`config.mk`:
```
export PLATFORM = sky130hd
export DESIGN_NAME = cnn_stage_sequencer
export DESIGN_NICKNAME = d
export VERILOG_FILES = /design/src/rtl/cnn_stage_sequencer_pkg.sv /design/src/rtl/cnn_stage_sequencer_timeout.sv /design/src/rtl/cnn_stage_sequencer.sv
export SDC_FILE = /design/constraint.sdc
export NUM_CORES = 1
export LEC_CHECK = 0
export CAP_MARGIN = 30
export CORE_UTILIZATION = 50
export CTS_CLUSTER_DIAMETER = 40
export DETAILED_ROUTE_END_ITERATION = 10
export PLACE_DENSITY = 0.8
export REMOVE_ABC_BUFFERS = 1
export SYNTH_ARGS = -nofsm -noshare
export SYNTH_HDL_FRONTEND = slang
export SYNTH_SLANG_ARGS = --single-unit
```
`constraint.sdc`:
```
create_clock -name clk -period 3.71 [get_ports clk]
set_input_delay 0.9275 -clock clk [delete_from_list [all_inputs] [get_ports clk]]
set_output_delay 0.9275 -clock clk [all_outputs]
set_load 0.1 [all_outputs]
```
`src/rtl/cnn_stage_sequencer_pkg.sv`:
```
// rtl/cnn_stage_sequencer_pkg.sv - shared state type, limits and helpers for the stage sequencer
package cnn_stage_sequencer_pkg;

    typedef enum logic [2:0] {
        ST_IDLE,
        ST_LAUNCH,
        ST_WAIT,
        ST_FINISH,
        ST_FAULT
    } seq_state_e;

    localparam int MAX_STAGES = 8;

    function automatic logic [MAX_STAGES-1:0] stage_onehot(input logic [2:0] idx);
        logic [MAX_STAGES-1:0] sel;
        sel      = '0;
        sel[idx] = 1'b1;
        return sel;
    endfunction

endpackage

```
`src/rtl/cnn_stage_sequencer_timeout.sv`:
```
// rtl/cnn_stage_sequencer_timeout.sv - saturating per-stage wait counter with terminal-count flag
module stage_timeout_counter #(
    parameter int          TO_W           = 24,
    parameter int unsigned TIMEOUT_CYCLES = 24'd10_000_000
) (
    input  logic clk,
    input  logic rst,
    input  logic clear,
    input  logic enable,
    output logic tc
);

    localparam logic [TO_W-1:0] TC_VAL = TO_W'(TIMEOUT_CYCLES - 1);

    logic [TO_W-1:0] cnt_q;
    logic [TO_W-1:0] cnt_d;

    // Holding at the terminal value keeps tc asserted instead of wrapping.
    always_comb begin
        cnt_d = cnt_q;
        if (clear) begin
            cnt_d = '0;
        end else if (enable && (cnt_q != TC_VAL)) begin
            cnt_d = cnt_q + 1'b1;
        end
    end

    always_ff @(posedge clk) begin
        if (rst) begin
            cnt_q <= '0;
        end else begin
            cnt_q <= cnt_d;
        end
    end

    assign tc = (cnt_q == TC_VAL);

endmodule

```
`src/rtl/cnn_stage_sequencer.sv`:
```
// rtl/cnn_stage_sequencer.sv - launches stage engines in order on a go edge and tracks done/timeout
module cnn_stage_sequencer
    import cnn_stage_sequencer_pkg::*;
#(
    parameter int          NUM_STAGES     = 5,
    parameter int unsigned TIMEOUT_CYCLES = 24'd10_000_000,
    parameter int          TO_W           = 24
) (
    input  logic                  clk,
    input  logic                  rst,
    input  logic                  go,
    input  logic [NUM_STAGES-1:0] stage_done,
    output logic [NUM_STAGES-1:0] stage_go,
    output logic [NUM_STAGES-1:0] stage_led,
    output logic                  busy,
    output logic                  done,
    output logic                  fault,
    output logic [2:0]            fault_stage
);

    seq_state_e            state_q, state_d;
    logic [2:0]            idx_q, idx_d;
    logic                  go_q, go_d;
    logic [NUM_STAGES-1:0] stage_go_q, stage_go_d;
    logic [NUM_STAGES-1:0] stage_led_q, stage_led_d;
    logic                  busy_q, busy_d;
    logic                  done_q, done_d;
    logic                  fault_q, fault_d;
    logic [2:0]            fault_stage_q, fault_stage_d;

    logic                  start;
    logic                  stage_hit;
    logic                  cnt_clear;
    logic                  cnt_en;
    logic                  cnt_tc;
    logic [MAX_STAGES-1:0] cur_sel;
    logic [MAX_STAGES-1:0] done_ext;

    stage_timeout_counter #(
        .TO_W           (TO_W),
        .TIMEOUT_CYCLES (TIMEOUT_CYCLES)
    ) u_timeout (
        .clk    (clk),
        .rst    (rst),
        .clear  (cnt_clear),
        .enable (cnt_en),
        .tc     (cnt_tc)
    );

    assign start     = go & ~go_q;
    assign cnt_clear = (state_d == ST_LAUNCH);
    assign cnt_en    = (state_q == ST_LAUNCH) || (state_q == ST_WAIT);

    always_comb begin
        done_ext                 = '0;
        done_ext[NUM_STAGES-1:0] = stage_done;
        cur_sel                  = stage_onehot(idx_q);
        stage_hit                = |(cur_sel & done_ext);
    end

    always_comb begin
        state_d       = state_q;
        idx_d         = idx_q;
        stage_led_d   = stage_led_q;
        fault_stage_d = fault_stage_q;
        // go_q follows go even in reset so a level held through reset is not a start.
        go_d          = go;

        case (state_q)
            ST_IDLE, ST_FINISH: begin
                if (start) begin
                    state_d     = ST_LAUNCH;
                    idx_d       = '0;
                    stage_led_d = '0;
                end
            end
            ST_LAUNCH: begin
                state_d = ST_WAIT;
            end
            ST_WAIT: begin
                if (stage_hit) begin
                    stage_led_d = stage_led_q | cur_sel[NUM_STAGES-1:0];
                    if (idx_q == 3'(NUM_STAGES - 1)) begin
                        state_d = ST_FINISH;
                    end else begin
                        idx_d   = idx_q + 3'd1;
                        state_d = ST_LAUNCH;
                    end
                end else if (cnt_tc) begin
                    state_d       = ST_FAULT;
                    fault_stage_d = idx_q;
                end
            end
            ST_FAULT: begin
                state_d = ST_FAULT;
            end
            default: begin
                state_d = ST_IDLE;
            end
        endcase

        // Outputs are registered from the next state so they line up with it.
        stage_go_d = '0;
        for (int i = 0; i < NUM_STAGES; i++) begin
            stage_go_d[i] = (state_d == ST_LAUNCH) && (idx_d == 3'(i));
        end
        busy_d  = (state_d == ST_LAUNCH) || (state_d == ST_WAIT);
        done_d  = (state_d == ST_FINISH);
        fault_d = (state_d == ST_FAULT);
    end

    always_ff @(posedge clk) begin
        if (rst) begin
            state_q       <= ST_IDLE;
            idx_q         <= '0;
            go_q          <= go_d;
            stage_go_q    <= '0;
            stage_led_q   <= '0;
            busy_q        <= 1'b0;
            done_q        <= 1'b0;
            fault_q       <= 1'b0;
            fault_stage_q <= '0;
        end else begin
            state_q       <= state_d;
            idx_q         <= idx_d;
            go_q          <= go_d;
            stage_go_q    <= stage_go_d;
            stage_led_q   <= stage_led_d;
            busy_q        <= busy_d;
            done_q        <= done_d;
            fault_q       <= fault_d;
            fault_stage_q <= fault_stage_d;
        end
    end

    assign stage_go    = stage_go_q;
    assign stage_led   = stage_led_q;
    assign busy        = busy_q;
    assign done        = done_q;
    assign fault       = fault_q;
    assign fault_stage = fault_stage_q;

endmodule

```
==> results.yml <==
status:
  status: "completed"
power_and_ir_drop:
  p_sw_share_pct: 24.91
  p_seq_share_pct: 56.5
  p_switching_w: 0.0002276
  clockPowerShare_pct: 33.7
  power_density_nw_per_um2: 360.6
  power_leakage_nw: 0.8357
  comb_power_share_pct: 9.8
  internal_power_w: 0.0006860
  ir_drop_mv: 0.2377
floorplan:
  die_x_um: 68.35
  die_y_um: 68.35
  dieArea_um2: 4671
  fp.coreArea_um2: 4115
  initial_core_util_pct: 53.48
  rows: 23
  io_pins: 24
drt:
  wl_mm: 4.122
  drtPass1Iterations: 4
  drc: 0
  ant_nets: 0
  first_iter_violations: 105
  vias_per_cell: 5.584
  wl_per_cell_um: 13.00
  vias: 1770
critical_path:
  cp_slowest_cell: "a221o_1"
  cp_max_fo: 24
  endpoint_kind: "flip-flop"
  arrival_ns: 3.14
  r2r_cells: 6
  worst_setup_path_start_kind: "input port"
  rrSetupSlack_ns: 1.22
  critPathKind: "in -> reg"
  timing.rr.end: "u_timeout.cnt_q[1]"
  required_ns: 3.95
  cpPeakStageDelay_ns: 0.43
  path_cells: "clkdlybuf4s50_1 > mux2_4 > a221o_1 > or3_1 > o22a_2 > a21o_4 > a21oi_1"
  reg2reg_from: "idx_q[1]"
synth:
  ys_seq_area_share_pct: 42.75
  async_flop_share_pct: 0
  synth_top_area_cell: "dfxtp_1"
  synth.area.top_cells: "dfxtp_1 (43%), xnor2_1 (9.9%), nor2_1 (6.3%), nor3_1 (3.4%), nor2_2 (2.8%)"
  synth.avg_cell_area_um2: 8.910
  synth_edf_count: 0
  synth_commonest_cells: "dfxtp_1 (47), nor2_1 (37), xnor2_1 (25)"
  ys_ff_latch: 47
  netlist_area_um2: 2201
  yosysMostFrequentCell: "dfxtp_1"
  synthCells: 247
  yosysUniqueCellTypes: 43
  synth_top_area_share_pct: 42.75
  synth_warnings: 0
  synth_top_flop_cell: "dfxtp_1"
cells_and_area:
  antenna_cells: 0
  nets: 278
  nFillCells: 359
  syn_to_final_growth_pct: 15.12
  drive_gt1_share_pct: 9.738
  utilization_pct: 61.57
  finalInstanceArea_um2: 2534
global_routing:
  grt_pass1_wl_mm: 7.044
  antenna_found_initial: 0
  grt_max_degree: 25
  grt.total_usage_pct: 20.27
  grt-ovfl-total: 0
  grt_pass1_vias: 1604
sta:
  fin_ws_ns: 0.8153
  period_share_pct: 78.02
  rsz0062_at_grt: "no"
  min_period_ns: 2.895
  finalHoldViolations: 0
  fin_worst_skew_ns: 0.01155
  fmaxAchievable_mhz: 345.5
  max_slew_margin_pct: 34.60
  setup_violations: 0
  hold_slack_ns: 0.4714
  drv_slew: 0
  finalSetupTns_ns: 0
  worstMarginPinSlew_ns: 0.9780
clock_network:
  cts_buffers: 5
  post_cts_resized: 0
  path_clk_slew_ns: 0.09
  clock_path_buffers: 2
  holdBufCountCts: 0
  htreeDepth: 2
  cts_setup_buffers: 0
  cts_sinks: 47
  clock_latency_ns: 0.31
  tritoncts: "built"
  root_buffer: "clkbuf_8"
placement:
  portBuffers: 23
  dp.final_hpwl_mm: 2.916
  dpl_cell_area_um2: 2446
  place_ws_ns: 0.4849
  gp_congestion: 0.8432
hold_path:
  hp-start: "stage_led[2]"
  min_path_type: "reg -> reg"
  min_to: "stage_led[2]"
  hold_path_depth: 1
flow_run:
  maxCapViolCount: 0
==> how the worst max path moves through the flow <==
stage / start / end / slack (ns) / depth (start not counted)
after floorplan: u_timeout.cnt_q[11] / u_timeout.cnt_q[10] / 0.88 / 5
after global placement: stage_done[1] / u_timeout.cnt_q[1] / 0.53 / 7
after detailed placement: stage_done[1] / u_timeout.cnt_q[1] / 0.48 / 7
after CTS: stage_done[1] / u_timeout.cnt_q[1] / 0.81 / 7
after global routing: stage_done[1] / u_timeout.cnt_q[14] / 0.70 / 7
final: stage_done[1] / u_timeout.cnt_q[1] / 0.82 / 7
==> power groups by stage <==
stage	Clock [W]	Sequential, W	Combinational [W]
after detailed placement	0	0.000528	0.0000893
after CTS	0.000318	0.000516	0.0000896
after global routing	0.000337	0.000517	0.0000969
after floorplan	0	0.000551	0.0000405
after global placement	0	0.000528	0.0000881
final	0.000308	0.000516	0.0000895
==> registers in the layout, indices dropped and copies added (netlist names), 3 cells and up <==
signal           flops
fault_stage          3
idx_q                3
stage_go             5
stage_led            5
state_q              3
u_timeout.cnt_q     24
==> cell type report <==
type,instances,area [um2],share of cell area [%]
Inverter,5,18.77,0.7407
Tap cell,50,62.56,2.469
Clock inverter,1,5.005,0.1975
Timing Repair Buffer,24,237.7,9.383
Sequential cell,47,940.9,37.14
Clock buffer,6,82.58,3.259
Multi-Input combinational cell,184,1186,46.81
==> metal layers <==
metal  GRT usage (%)  share of wire, %  vias to the layer above
met5               0                 0                        -
met4           9.375               2.1                        0
met3           4.667               3.9                        7
met2           31.37                43                       44
met1           26.44                51                      818
li1                -                 -                      901
==> worst max-delay path: cells and delay by family <==
kind	cells	cell delay, ns
compound gates	4	1.19
mux	1	0.28
buf+inv	1	0.40
simple gates	1	0.34
==> cells in the final DEF, fill, tap and decap left out, types with 5 or more instances in the layout <==
cell type        instances
dfxtp_1                 47
nor4b_1                  7
xnor2_1                 25
a21oi_1                  7
nor2_1                  37
nand3_1                  6
nand4_1                  9
clkbuf_8                 6
nor3_1                  15
nor2_2                  10
clkdlybuf4s50_1         23
nand2_1                 14
inv_1                    5
==> kinds of logic after synthesis <==
kind of cell | after synthesis | share of synthesized area (%)
compound gates | 26 | 8.471
xor+xnor | 26 | 10.35
fa+ha+maj | 3 | 1.706
buf+inv | 16 | 3.752
flops | 47 | 42.75
mux | 5 | 2.558
simple gates | 124 | 30.41
==> metrics by stage <==
stage | cells | power [W]
after floorplan | 236 | 0.0005913
after global placement | 310 | 0.0006160
after detailed placement | 310 | 0.0006174
after CTS | 317 | 0.0009239
after global routing | 317 | 0.0009515
final | 317 | 0.0009136
No activity file was read; power rests on OpenSTA's default activity.
